===== src/rtl/masked_sbox_layer_seq.sv =====
// Byte-serial feeder for the 3-share masked inverse S-box pair: issues one byte of
// each share per cycle, LSB first, then reassembles the pipelined outputs.
//
// state | meaning
// IDLE  | waiting for start_i; sb_in*_o held at zero
// FEED  | one byte per share presented each cycle, rnd_req_o high
// DRAIN | issue finished, waiting for the last S-box output to be captured
// DONE  | one-cycle done_o pulse, result complete
module masked_sbox_layer_seq #(
   parameter int SBOX_LAT = 2,
   parameter int NBYTES   = 8
) (
   input  logic                  clk,
   input  logic                  rst_i,
   input  logic                  start_i,
   input  logic [8*NBYTES-1:0]   st1_i,
   input  logic [8*NBYTES-1:0]   st2_i,
   input  logic [8*NBYTES-1:0]   st3_i,
   output logic                  busy_o,
   output logic                  done_o,
   output logic [8*NBYTES-1:0]   res1_o,
   output logic [8*NBYTES-1:0]   res2_o,
   output logic [8*NBYTES-1:0]   res3_o,
   output logic                  rnd_req_o,
   output logic [7:0]            sb_in1_o,
   output logic [7:0]            sb_in2_o,
   output logic [7:0]            sb_in3_o,
   input  logic [7:0]            sb_out1_i,
   input  logic [7:0]            sb_out2_i,
   input  logic [7:0]            sb_out3_i
);

   localparam int SW = 8 * NBYTES;
   localparam int IW = $clog2(NBYTES);
   localparam logic [IW-1:0] LAST_IDX = IW'(NBYTES - 1);

   typedef enum logic [1:0] {
      S_IDLE  = 2'd0,
      S_FEED  = 2'd1,
      S_DRAIN = 2'd2,
      S_DONE  = 2'd3
   } state_e;

   state_e              state_q, state_d;
   logic [IW-1:0]       iss_cnt_q, iss_cnt_d;
   logic [SW-1:0]       sh1_q, sh1_d;
   logic [SW-1:0]       sh2_q, sh2_d;
   logic [SW-1:0]       sh3_q, sh3_d;
   logic [7:0]          sb_in1_q, sb_in1_d;
   logic [7:0]          sb_in2_q, sb_in2_d;
   logic [7:0]          sb_in3_q, sb_in3_d;
   logic [SBOX_LAT-1:0] vld_q;
   logic [IW-1:0]       cap_idx_q;
   logic [SW-1:0]       res1_q, res2_q, res3_q;
   logic                feed;
   logic                cap_en;
   logic                last_issue;
   logic                last_cap;

   assign feed       = (state_q == S_FEED);
   assign cap_en     = vld_q[SBOX_LAT-1];
   assign last_issue = (iss_cnt_q == LAST_IDX);
   assign last_cap   = cap_en && (cap_idx_q == LAST_IDX);

   // State, issue and capture registers
   always_ff @(posedge clk or negedge rst_i) begin
      if (!rst_i) begin
         state_q   <= S_IDLE;
         iss_cnt_q <= '0;
         sh1_q     <= '0;
         sh2_q     <= '0;
         sh3_q     <= '0;
         sb_in1_q  <= '0;
         sb_in2_q  <= '0;
         sb_in3_q  <= '0;
         vld_q     <= '0;
         cap_idx_q <= '0;
         res1_q    <= '0;
         res2_q    <= '0;
         res3_q    <= '0;
      end else begin
         state_q   <= state_d;
         iss_cnt_q <= iss_cnt_d;
         sh1_q     <= sh1_d;
         sh2_q     <= sh2_d;
         sh3_q     <= sh3_d;
         sb_in1_q  <= sb_in1_d;
         sb_in2_q  <= sb_in2_d;
         sb_in3_q  <= sb_in3_d;
         // Valid line tracks the S-box pipeline purely by cycle count
         vld_q[0]  <= feed;
         for (int i = 1; i < SBOX_LAT; i++) begin
            vld_q[i] <= vld_q[i-1];
         end
         if (cap_en) begin
            res1_q[{cap_idx_q, 3'b000} +: 8] <= sb_out1_i;
            res2_q[{cap_idx_q, 3'b000} +: 8] <= sb_out2_i;
            res3_q[{cap_idx_q, 3'b000} +: 8] <= sb_out3_i;
            cap_idx_q <= cap_idx_q + IW'(1);
         end
      end
   end

   always_comb begin
      state_d   = state_q;
      iss_cnt_d = iss_cnt_q;
      sh1_d     = sh1_q;
      sh2_d     = sh2_q;
      sh3_d     = sh3_q;
      sb_in1_d  = sb_in1_q;
      sb_in2_d  = sb_in2_q;
      sb_in3_d  = sb_in3_q;
      unique case (state_q)
         S_IDLE: begin
            if (start_i) begin
               state_d   = S_FEED;
               iss_cnt_d = '0;
               sh1_d     = st1_i;
               sh2_d     = st2_i;
               sh3_d     = st3_i;
               sb_in1_d  = st1_i[7:0];
               sb_in2_d  = st2_i[7:0];
               sb_in3_d  = st3_i[7:0];
            end
         end
         S_FEED: begin
            if (last_issue) begin
               state_d  = S_DRAIN;
               sb_in1_d = '0;
               sb_in2_d = '0;
               sb_in3_d = '0;
            end else begin
               iss_cnt_d = iss_cnt_q + IW'(1);
               sb_in1_d  = sh1_q[15:8];
               sb_in2_d  = sh2_q[15:8];
               sb_in3_d  = sh3_q[15:8];
               sh1_d     = sh1_q >> 8;
               sh2_d     = sh2_q >> 8;
               sh3_d     = sh3_q >> 8;
            end
         end
         S_DRAIN: begin
            if (last_cap) begin
               state_d = S_DONE;
            end
         end
         S_DONE: begin
            state_d = S_IDLE;
         end
         default: begin
            state_d = S_IDLE;
         end
      endcase
   end

   always_comb begin
      busy_o    = (state_q != S_IDLE);
      done_o    = (state_q == S_DONE);
      rnd_req_o = feed;
   end

   assign sb_in1_o = sb_in1_q;
   assign sb_in2_o = sb_in2_q;
   assign sb_in3_o = sb_in3_q;
   assign res1_o   = res1_q;
   assign res2_o   = res2_q;
   assign res3_o   = res3_q;

endmodule


===== config.mk =====
export PLATFORM = sky130hd
export DESIGN_NAME = masked_sbox_layer_seq
export DESIGN_NICKNAME = d
export VERILOG_FILES = /design/src/rtl/masked_sbox_layer_seq.sv
export SDC_FILE = /design/constraint.sdc
export NUM_CORES = 1
export LEC_CHECK = 0
export CAP_MARGIN = 0
export CORE_ASPECT_RATIO = 1.1
export CORE_MARGIN = 3
export CORE_UTILIZATION = 54
export DETAILED_ROUTE_END_ITERATION = 10
export PLACE_DENSITY = 0.86
export SLEW_MARGIN = 0
export SYNTH_ARGS = -nofsm -noshare
export SYNTH_HDL_FRONTEND = slang
export SYNTH_SLANG_ARGS = --single-unit

===== constraint.sdc =====
create_clock -name clk -period 4.1 [get_ports clk]
set_input_delay 0.82 -clock clk [delete_from_list [all_inputs] [get_ports clk]]
set_output_delay 0.82 -clock clk [all_outputs]
set_load 0.03 [all_outputs]

# Yosys cells after proc, flatten, opt, wreduce, memory -nomap -nowiden

Cells that the tools add are included.

Register bits: 418
Latch bits: 0
Memory bits (writable): 0
ROM bits: 0
Input port bits: 219
Word-level logic and storage cells: 64
Memories: 0

Add/subtract/negate cells: 3
$mul: 0
Divide/modulo/power cells: 0
Order comparisons: 0
Equality and inequality tests: 9
Shift-type cells: 4
Multiplexer cells: 28
Bitwise operators: 0
Reductions and logical operators: 7

Operator list:

| operator                 | count |
|---|---|
| $mux W64                 | 6 |
| $pmux W64 S2             | 3 |
| $bwmux W64               | 3 |
| $shiftx A8 B8 Y64        | 3 |
| $shift A8 B8 Y64 const A | 1 |
| $mux W8                  | 6 |
| $pmux W8 S2              | 3 |
| $neg A6 Y8               | 1 |
| $pmux W2 S4              | 1 |
| $add A3 B1 Y3 const B    | 2 |
| $eq A3 B3 Y1 const B     | 2 |
| $mux W2                  | 3 |
| $mux W3                  | 2 |
| $ne A2 B2 Y1 const B     | 3 |
| $pmux W3 S2              | 1 |
| $reduce_and A3 Y1        | 2 |
| $eq A2 B2 Y1 const B     | 2 |
| $reduce_bool A2 Y1       | 2 |
| $eq A2 B1 Y1 const B     | 1 |
| $logic_not A2 Y1         | 1 |
| $ne A2 B1 Y1 const B     | 1 |
| $reduce_and A2 Y1        | 1 |
| $logic_and A1 B1 Y1      | 1 |

# Longest topological paths before layout

Gate-level depths: netlist (run 1).

Word-level depth: 4
Depth in mapped cells: 10

# Least setup slack after synthesis (run 1)

OpenSTA, ideal clock, no wires.

Path type: reg-to-reg
Start point: register cap_idx_q[0]
End point: register res1_q[57] (netlist: res1_o[57])
Arrival time: 2.387 ns
Data required time: 3.975 ns
Slack: 1.588 ns
Cell stages (with the launch flop): 11
Buffers on the path: 4
Path through: dfrtp_1 -> buf_2 -> inv_1 -> ha_1 -> ha_1 -> buf_4 -> nor2b_1 -> and3_1 -> buf_2 -> buf_6 -> mux2_4

Word-level cells in the longest chain between the ends: 3

RTL lines:

| item                                                         | line | source |
|---|---|---|
| from (decl)                                                  | 53   | `logic [IW-1:0] cap_idx_q;` |
| from (signal assigned)                                       | 99   | `cap_idx_q <= cap_idx_q + IW'(1);` |
| $neg A6 Y8 (*)                                               | 96   | `res1_q[{cap_idx_q, 3'b000} +: 8] <= sb_out1_i;` |
| $shiftx A8 B8 Y64 / $shift A8 B8 Y64 (equally long branches) | 96   |  |
| $bwmux W64 (*)                                               | 96   |  |
| to (signal, indexed assignment)                              | 96   |  |
| to (decl)                                                    | 54   | `logic [SW-1:0] res1_q, res2_q, res3_q;` |

Mark *: on every way between the ends. The rest lies on a longest branch, timed or not.
A chain may end at the register's enable or synchronous reset.

# Worst setup path after layout (run 1)

Start point: register cap_idx_q[0]
End point: register res2_q[26] (netlist: res2_o[26])

Word-level cells in the longest chain between the ends: 3

RTL lines:

| item                                                         | line | source |
|---|---|---|
| $neg A6 Y8 (*)                                               | 97   | `res2_q[{cap_idx_q, 3'b000} +: 8] <= sb_out2_i;` |
| $shiftx A8 B8 Y64 / $shift A8 B8 Y64 (equally long branches) | 97   |  |
| $bwmux W64 (*)                                               | 97   |  |
| to (signal, indexed assignment)                              | 97   |  |
| to (decl)                                                    | 54   |  |

Marked as above.

==> metrics.txt, run 1 <==
post-DR vias/cell roughly 5.5; final clock skew between 0.01 and 0.015 ns; Pre-antenna DRT Iters 5; die area 0.03527 mm²; share of layout cells above drive strength 1 a little under a third; fmax 303.9 MHz; Hold Crit Class input pin to asynchronous set/reset pin; worst vdd ir 0.0006404 V; Final nets 1,926; min cycle time layout about 3.3 ns; Worst setup EP type flop; Sink Count a little under 400; Net Count, Synth 1,505; Ys Warns 0; Post-synth EDFFs 0; worst hold margin 0.2541 ns; post-synthesis sequential area ratio between 50% and 60%; max-slew violation count 0; Finish-stage setup viols 0; CP arrival about 3.7 ns; clock buffer depth 3; # DRC 0; slew margin rel. between 20% and 30%; CTS resizes 0; Fillers 2,091; Worst-Margin Slew 1.153 ns; core outline area 0.03246 mm²; CP startpoint cap_idx_q[0]; Reg clk slew, reported paths 0.06 ns; Routed Antenna Nets 0; CP Class flop to flop; Netlist cell types 36; vias in the first global route approximately 13,000; hold buffer count at CTS 0; cells after synthesis ~1,300; Initial Util 54.98%; worst skew pair latency 0.54 ns; I/O pins between 400 and 500; Max Cap Viol 0; Worst R2R Start cap_idx_q[0]; Top FF cell, synth dfrtp_1; TNS Setup 0 ns; routed length per instance 23.01 µm; ys async rst share 100.0%; Die Span X 179.3 µm; outcome complete, no violations; IO Port Bufs 437; TritonCTS buffer count 41; Post-CTS Setup Inserts 0; area growth from synthesis to layout 33.44%; first-pass GRT wire length 74.15 mm; Avg Cell Area, Syn roughly 14 µm²; Leak 0.01050 µW; post-route clock period utilization between 80% and 90%; Worst setup SP type flop; FF+latch count, synth 394; largest net degree at the start of global routing 95; Starting DRT DRC Count 688; routed wire length 49.46 mm; RSZ-0062 raised after global routing no; final hold vios 0; DR vias 11,889; # H-tree levels 2; hpwl dp around 35 mm; clock root buffer clkbuf_16; CP max FO 18; pwr/cell area just over 800 mW/mm²; initial antenna violation count 6; CTS tree yes; GR Overflow Total 0; Worst EP required 4.55 ns; RePlAce Congestion between 0.8 and 0.9; Chip Height 196.7 µm; GR Util All Layers about 27%; Site Rows 69; mapped cell area 0.01785 mm²
==> synth_stat cells, drive strengths merged (2+ instances only) <==
cell type  instances  share of area, %
buf               59               2.5
a221o              3              0.17
a211oi             2              0.15
and3b              3              0.15
nand4              2             0.070
mux2             437                29
mux2i             46               2.6
inv               51               1.1
nor2b             25              0.88
clkbuf            20              0.42
a21oi             21              0.59
and2              52               1.8
dfrtp            394                55
a22o              26               1.3
ha                13              0.91
o21ai             23              0.64
and3               9              0.32
nor3b              8              0.36
nand2             69               1.5
==> report_power, final <==
part | internal [µW] | switching, µW | total [µW]
registers | 5640 | 1090 | 6720
clock network | 2100 | 1500 | 3600
logic | 4650 | 4840 | 9490
==> routing by layer <==
layer  track usage (%)  wire length (µm)  vias to the layer above
met5                 0                55                        -
met1             31.41             18060                     6000
li1                  -                 -                     5275
met3             8.208              4351                      123
met4             12.12              2240                        8
met2             47.33             24750                      483
==> worst max-delay path, stage by stage, from the launching register on <==
cell	delay, ns
dfrtp_1	0.67
inv_1	0.17
ha_1	0.26
ha_1	0.44
nand4_1	0.91
buf_4	0.56
mux2i_1	0.19
==> path summary, 6_finish.rpt <==
| kind | to | slack, ns | cells past startpoint |
|---|---|---|---|
| setup / recovery | res2_o[26] | 0.81 | 6 |
| hold / removal | res2_o[2] | 0.25 | 1 |
| setup reg to reg | res2_o[26] | 0.81 | 6 |
| hold reg to reg | vld_q[1] | 0.35 | 0 |
| max in group asynchronous | sh3_q[41] | 2.92 | 2 |
| min in group clk | vld_q[1] | 0.35 | 0 |
==> per-stage QoR <==
stage	std cells	power (µW)	worst slack (ns)	util, %	instance area (µm²)
2_1_floorplan	1273	12850	1.588	-	17850
3_3_place_gp	2077	15850	0.9364	69.37	22520
3_5_place_dp	2077	16220	0.8753	69.37	22520
4_1_cts	2148	19940	0.8555	73.36	23810
5_1_grt	2149	20810	0.6565	73.37	23820
6_report	2149	19810	0.8091	73.37	23820
==> cell usage in the layout, fill, tap and decap left out, types with 3 or more instances in the layout <==
cell,count
clkdlybuf4s50_1,436
and3_1,9
ha_1,12
clkbuf_8,7
dfrtp_1,394
clkbuf_16,43
nor2b_1,24
a21oi_1,21
a221o_1,3
a22o_1,26
nand2_1,69
clkbuf_1,10
mux2_2,376
and3b_1,3
o21ai_0,23
mux2_4,61
nor3b_1,6
and2_1,52
mux2i_1,45
buf_12,6
buf_4,14
inv_1,51
clkinv_2,9
==> cell families (layout without fill, tap and decap cells) <==
| family | count (synthesis) | count (layout) | share of synthesized area (%) |
|---|---|---|---|
| xor+xnor | 1 | 1 | 0.04908 |
| fa+ha+maj | 13 | 13 | 0.9114 |
| buf+inv | 130 | 579 | 3.947 |
| mux | 483 | 483 | 31.44 |
| other cells | 0 | 1 | 0 |
| flops | 394 | 394 | 55.24 |
| compound gates | 78 | 78 | 2.980 |
| simple gates | 174 | 174 | 5.433 |
==> cell type report <==
| cell class | count | area [µm²] | area share, % |
|---|---|---|---|
| tap | 426 | 533.0 | 2.238 |
| clock buffer | 60 | 1210 | 5.080 |
| clock inverter | 11 | 83.83 | 0.3520 |
| multi-input combinational | 749 | 7331 | 30.78 |
| timing repair buffer | 457 | 4604 | 19.33 |
| antenna | 1 | 2.502 | 0.01051 |
| sequential | 394 | 9859 | 41.40 |
| inverter | 51 | 191.4 | 0.8038 |
==> sequential cells by signal (all words and copies together) (netlist names) <==
name,flops
res2_o,64
res1_o,64
sb_in2_o,8
sh3_q,56
cap_idx_q,3
sh1_q,56
sh2_q,56
sb_in3_o,8
sb_in1_o,8
state_q,2
iss_cnt_q,3
vld_q,2
res3_o,64
Note: power is estimated with default switching activity, not from simulation.
==> run 2: changes to the inputs <==
--- a/config.mk
+++ b/config.mk
@@ -8,9 +8,9 @@
 export CAP_MARGIN = 0
 export CORE_ASPECT_RATIO = 1.1
 export CORE_MARGIN = 3
-export CORE_UTILIZATION = 54
+export CORE_UTILIZATION = 50
 export DETAILED_ROUTE_END_ITERATION = 10
-export PLACE_DENSITY = 0.86
+export PLACE_DENSITY = 0.81
 export SLEW_MARGIN = 0
 export SYNTH_ARGS = -nofsm -noshare
 export SYNTH_HDL_FRONTEND = slang
==> constraint.sdc (replaced) <==
create_clock -name clk -period 3.13 [get_ports clk]
set_input_delay 0.626 -clock clk [delete_from_list [all_inputs] [get_ports clk]]
set_output_delay 0.626 -clock clk [all_outputs]
set_load 0.03 [all_outputs]
==> run 2 against run 1 <==
Worst hold slack got worse by 0.19 ns. Clock power rose by 34%. Final area rose by 1.1%. Die area rose by 7.7%. Total power rose by 31%. Wire length fell by 3.4%. Critical path depth fell by 3. Critical path type is now flop to output port. Register-to-register slack got worse by 0.26 ns. Clock skew rose by 0.0019 ns. First-iteration DRC count fell by 18%. Combinational power rose by 31%.
==> metrics.txt, run 2 (synthesized netlist as in run 1, its figures left out) <==
CP Class flop to output port (was flop to flop); Routed Antenna Nets 0 (unchanged); Worst EP required 2.50 ns (was 4.55 ns); initial antenna violation count 7 (was 6); pwr/cell area 1079 mW/mm² (was 832.0 mW/mm²); die area 0.03800 mm² (was 0.03527 mm²); I/O pins 438 (unchanged); DR vias 11,775 (was 11,889); Leak 0.01060 µW (was 0.01050 µW); Die Span X 186.1 µm (was 179.3 µm); area growth from synthesis to layout 34.91% (was 33.44%); routed wire length 47.79 mm (was 49.46 mm); Finish-stage setup viols 0 (unchanged); most frequent cells in the layout clkdlybuf4s50_1 (436), dfrtp_1 (394), mux2_2 (376) (unchanged); CTS tree yes (unchanged); post-route cell area 0.02408 mm² (was 0.02382 mm²); # H-tree levels 2 (unchanged); largest net degree at the start of global routing 80 (was 95); final clock skew 0.01538 ns (was 0.01350 ns); crit path to rnd_req_o (was res2_o[26]); fmax 336.5 MHz; Starting DRT DRC Count 563 (was 688); TritonCTS buffer count 42 (was 41); max-slew violation count 0 (unchanged); vias in the first global route 12,635 (was 12,885); Final nets 1,944 (was 1,926); slew margin rel. 54.43% (was 22.99%); outcome complete, no violations (unchanged); hold buffer count at CTS 0 (unchanged); GR Overflow Total 0 (unchanged); crit path max-delay cell type clkdlybuf4s50_1 (was nand4_1); reg-to-reg slack, setup 0.55 ns (was 0.81 ns); TNS Setup 0 ns (unchanged); CTS resizes 0 (unchanged); dpl cell area 0.02273 mm² (was 0.02252 mm²); worst-case reg-to-reg path depth 8 (was 6); GR Util All Layers 24.75% (was 27.41%); post-route clock period utilization 94.96%; Post-CTS Setup Inserts 0 (unchanged); CP max FO 33 (was 18); worst vdd ir 0.0007460 V (was 0.0006404 V); share of layout cells above drive strength 1 31.59% (was 30.66%); Chip Height 204.2 µm (was 196.7 µm); min cycle time layout 2.972 ns; commonest non-fill, non-tap cell in the layout clkdlybuf4s50_1 (unchanged); Sink Count 394 (unchanged); Hold Crit Class input pin to asynchronous set/reset pin (unchanged); pre-CTS setup slack 0.3807 ns (was 0.8753 ns); Multi-input gate area 0.007331 mm² (unchanged); Seq. cell area 0.009859 mm² (unchanged); Worst Slack Setup Final 0.1578 ns (was 0.8091 ns); Worst-Margin Slew 0.6835 ns (was 1.153 ns); # DRC 0 (unchanged); Fillers 2,342 (was 2,091); CP startpoint state_q[1] (was cap_idx_q[0]); Worst R2R Start cap_idx_q[1] (was cap_idx_q[0]); RePlAce Congestion 0.8311 (was 0.8605); routed length per instance 21.53 µm (was 23.01 µm); Site Rows 71 (was 69); final hold vios 0 (unchanged); Initial Util 51.38% (was 54.98%); IO Port Bufs 437 (unchanged); critical path cell sequence inv_1, ha_4, clkdlybuf4s50_1 (was inv_1, ha_1, ha_1, nand4_1, buf_4, mux2i_1); core outline area 0.03473 mm² (was 0.03246 mm²); Pre-antenna DRT Iters 5 (unchanged); Worst setup EP type output port (was flop); worst skew pair latency 0.53 ns (was 0.54 ns); CP arrival 2.35 ns (was 3.74 ns); Worst setup SP type flop (unchanged); RR Endpoint res2_o[40] (was res2_o[26]); clock buffer depth 3 (unchanged); hpwl dp 34.47 mm (was 34.83 mm); Reg clk slew, reported paths 0.06 ns (about the same); post-DR vias/cell 5.304 (was 5.532); Power Total 25,980 µW (was 19,810 µW); first-pass GRT wire length 72.75 mm (was 74.15 mm); Slowest Stage Delay on Critical Path 0.78 ns (was 0.91 ns); RSZ-0062 raised after global routing no (unchanged); Max Cap Viol 0 (unchanged); clock root buffer clkbuf_16 (unchanged)
## run 2: cell count changes in the layout (fill, tap and decap cells not counted)
cell | previous run | this run
clkinv_2 | 9 | 11
buf_4 | 14 | 29
clkinv_4 | 0 | 1
clkbuf_1 | 10 | 9
bufinv_16 | 1 | 2
buf_12 | 6 | 8
clkinvlp_4 | 0 | 4
clkbuf_8 | 7 | 5
diode_2 | 1 | 2
## run 2: per-stage QoR
step / hold WS [ns] / util, % / std cells
floorplan: 0.3304 / - / 1273
global placement: 0.3409 / 65.44 / 2142
detailed placement: 0.3394 / 65.44 / 2142
CTS: 0.09963 / 69.31 / 2218
global route: 0.1158 / 69.32 / 2220
finish: 0.06136 / 69.32 / 2220
## run 2: worst min-delay path by stage
stage / start / cells after the start / slack (ns) / endpoint
finish: rst_i / 1 / 0.06 / res2_o[34]
global route: rst_i / 1 / 0.12 / res2_o[27]
CTS: rst_i / 1 / 0.1 / res2_o[38]
detailed placement: vld_q[0] / 0 / 0.34 / vld_q[1]
global placement: vld_q[0] / 0 / 0.34 / vld_q[1]
floorplan: rst_i / 0 / 0.33 / cap_idx_q[0]
## run 2: area by class of cell
class	instances	share of cell area, %
multi-input cells	749	30.45
clock buffers	57	4.895
clock inverters	19	0.6755
repair buffers	474	19.76
diodes	2	0.02079
well taps	474	2.463
flip-flops and latches	394	40.95
inverters	51	0.7951
## run 2: worst max-delay path: cells and delay by family, from the launching register on
family,cells,cell delay (ns)
DFF,1,0.41
buffers and inverters,2,0.90
adders and majority gates,1,0.49
## run 2: power breakdown
| part | internal [µW] | switching (µW) | leakage (µW) |
|---|---|---|---|
| Combinational | 6180 | 6250 | 0.00500 |
| Clock | 2810 | 2020 | 0.000657 |
| Sequential | 7380 | 1330 | 0.00495 |
## run 2: metal layers
layer | global-route usage, % | part of all wire [%] | vias to the layer above
li1 | - | - | 5310
met1 | 28.86 | 38 | 5911
met2 | 42.29 | 49 | 439
met3 | 8.544 | 9.5 | 105
met4 | 9.045 | 3.6 | 10
met5 | 0 | 0.15 | -
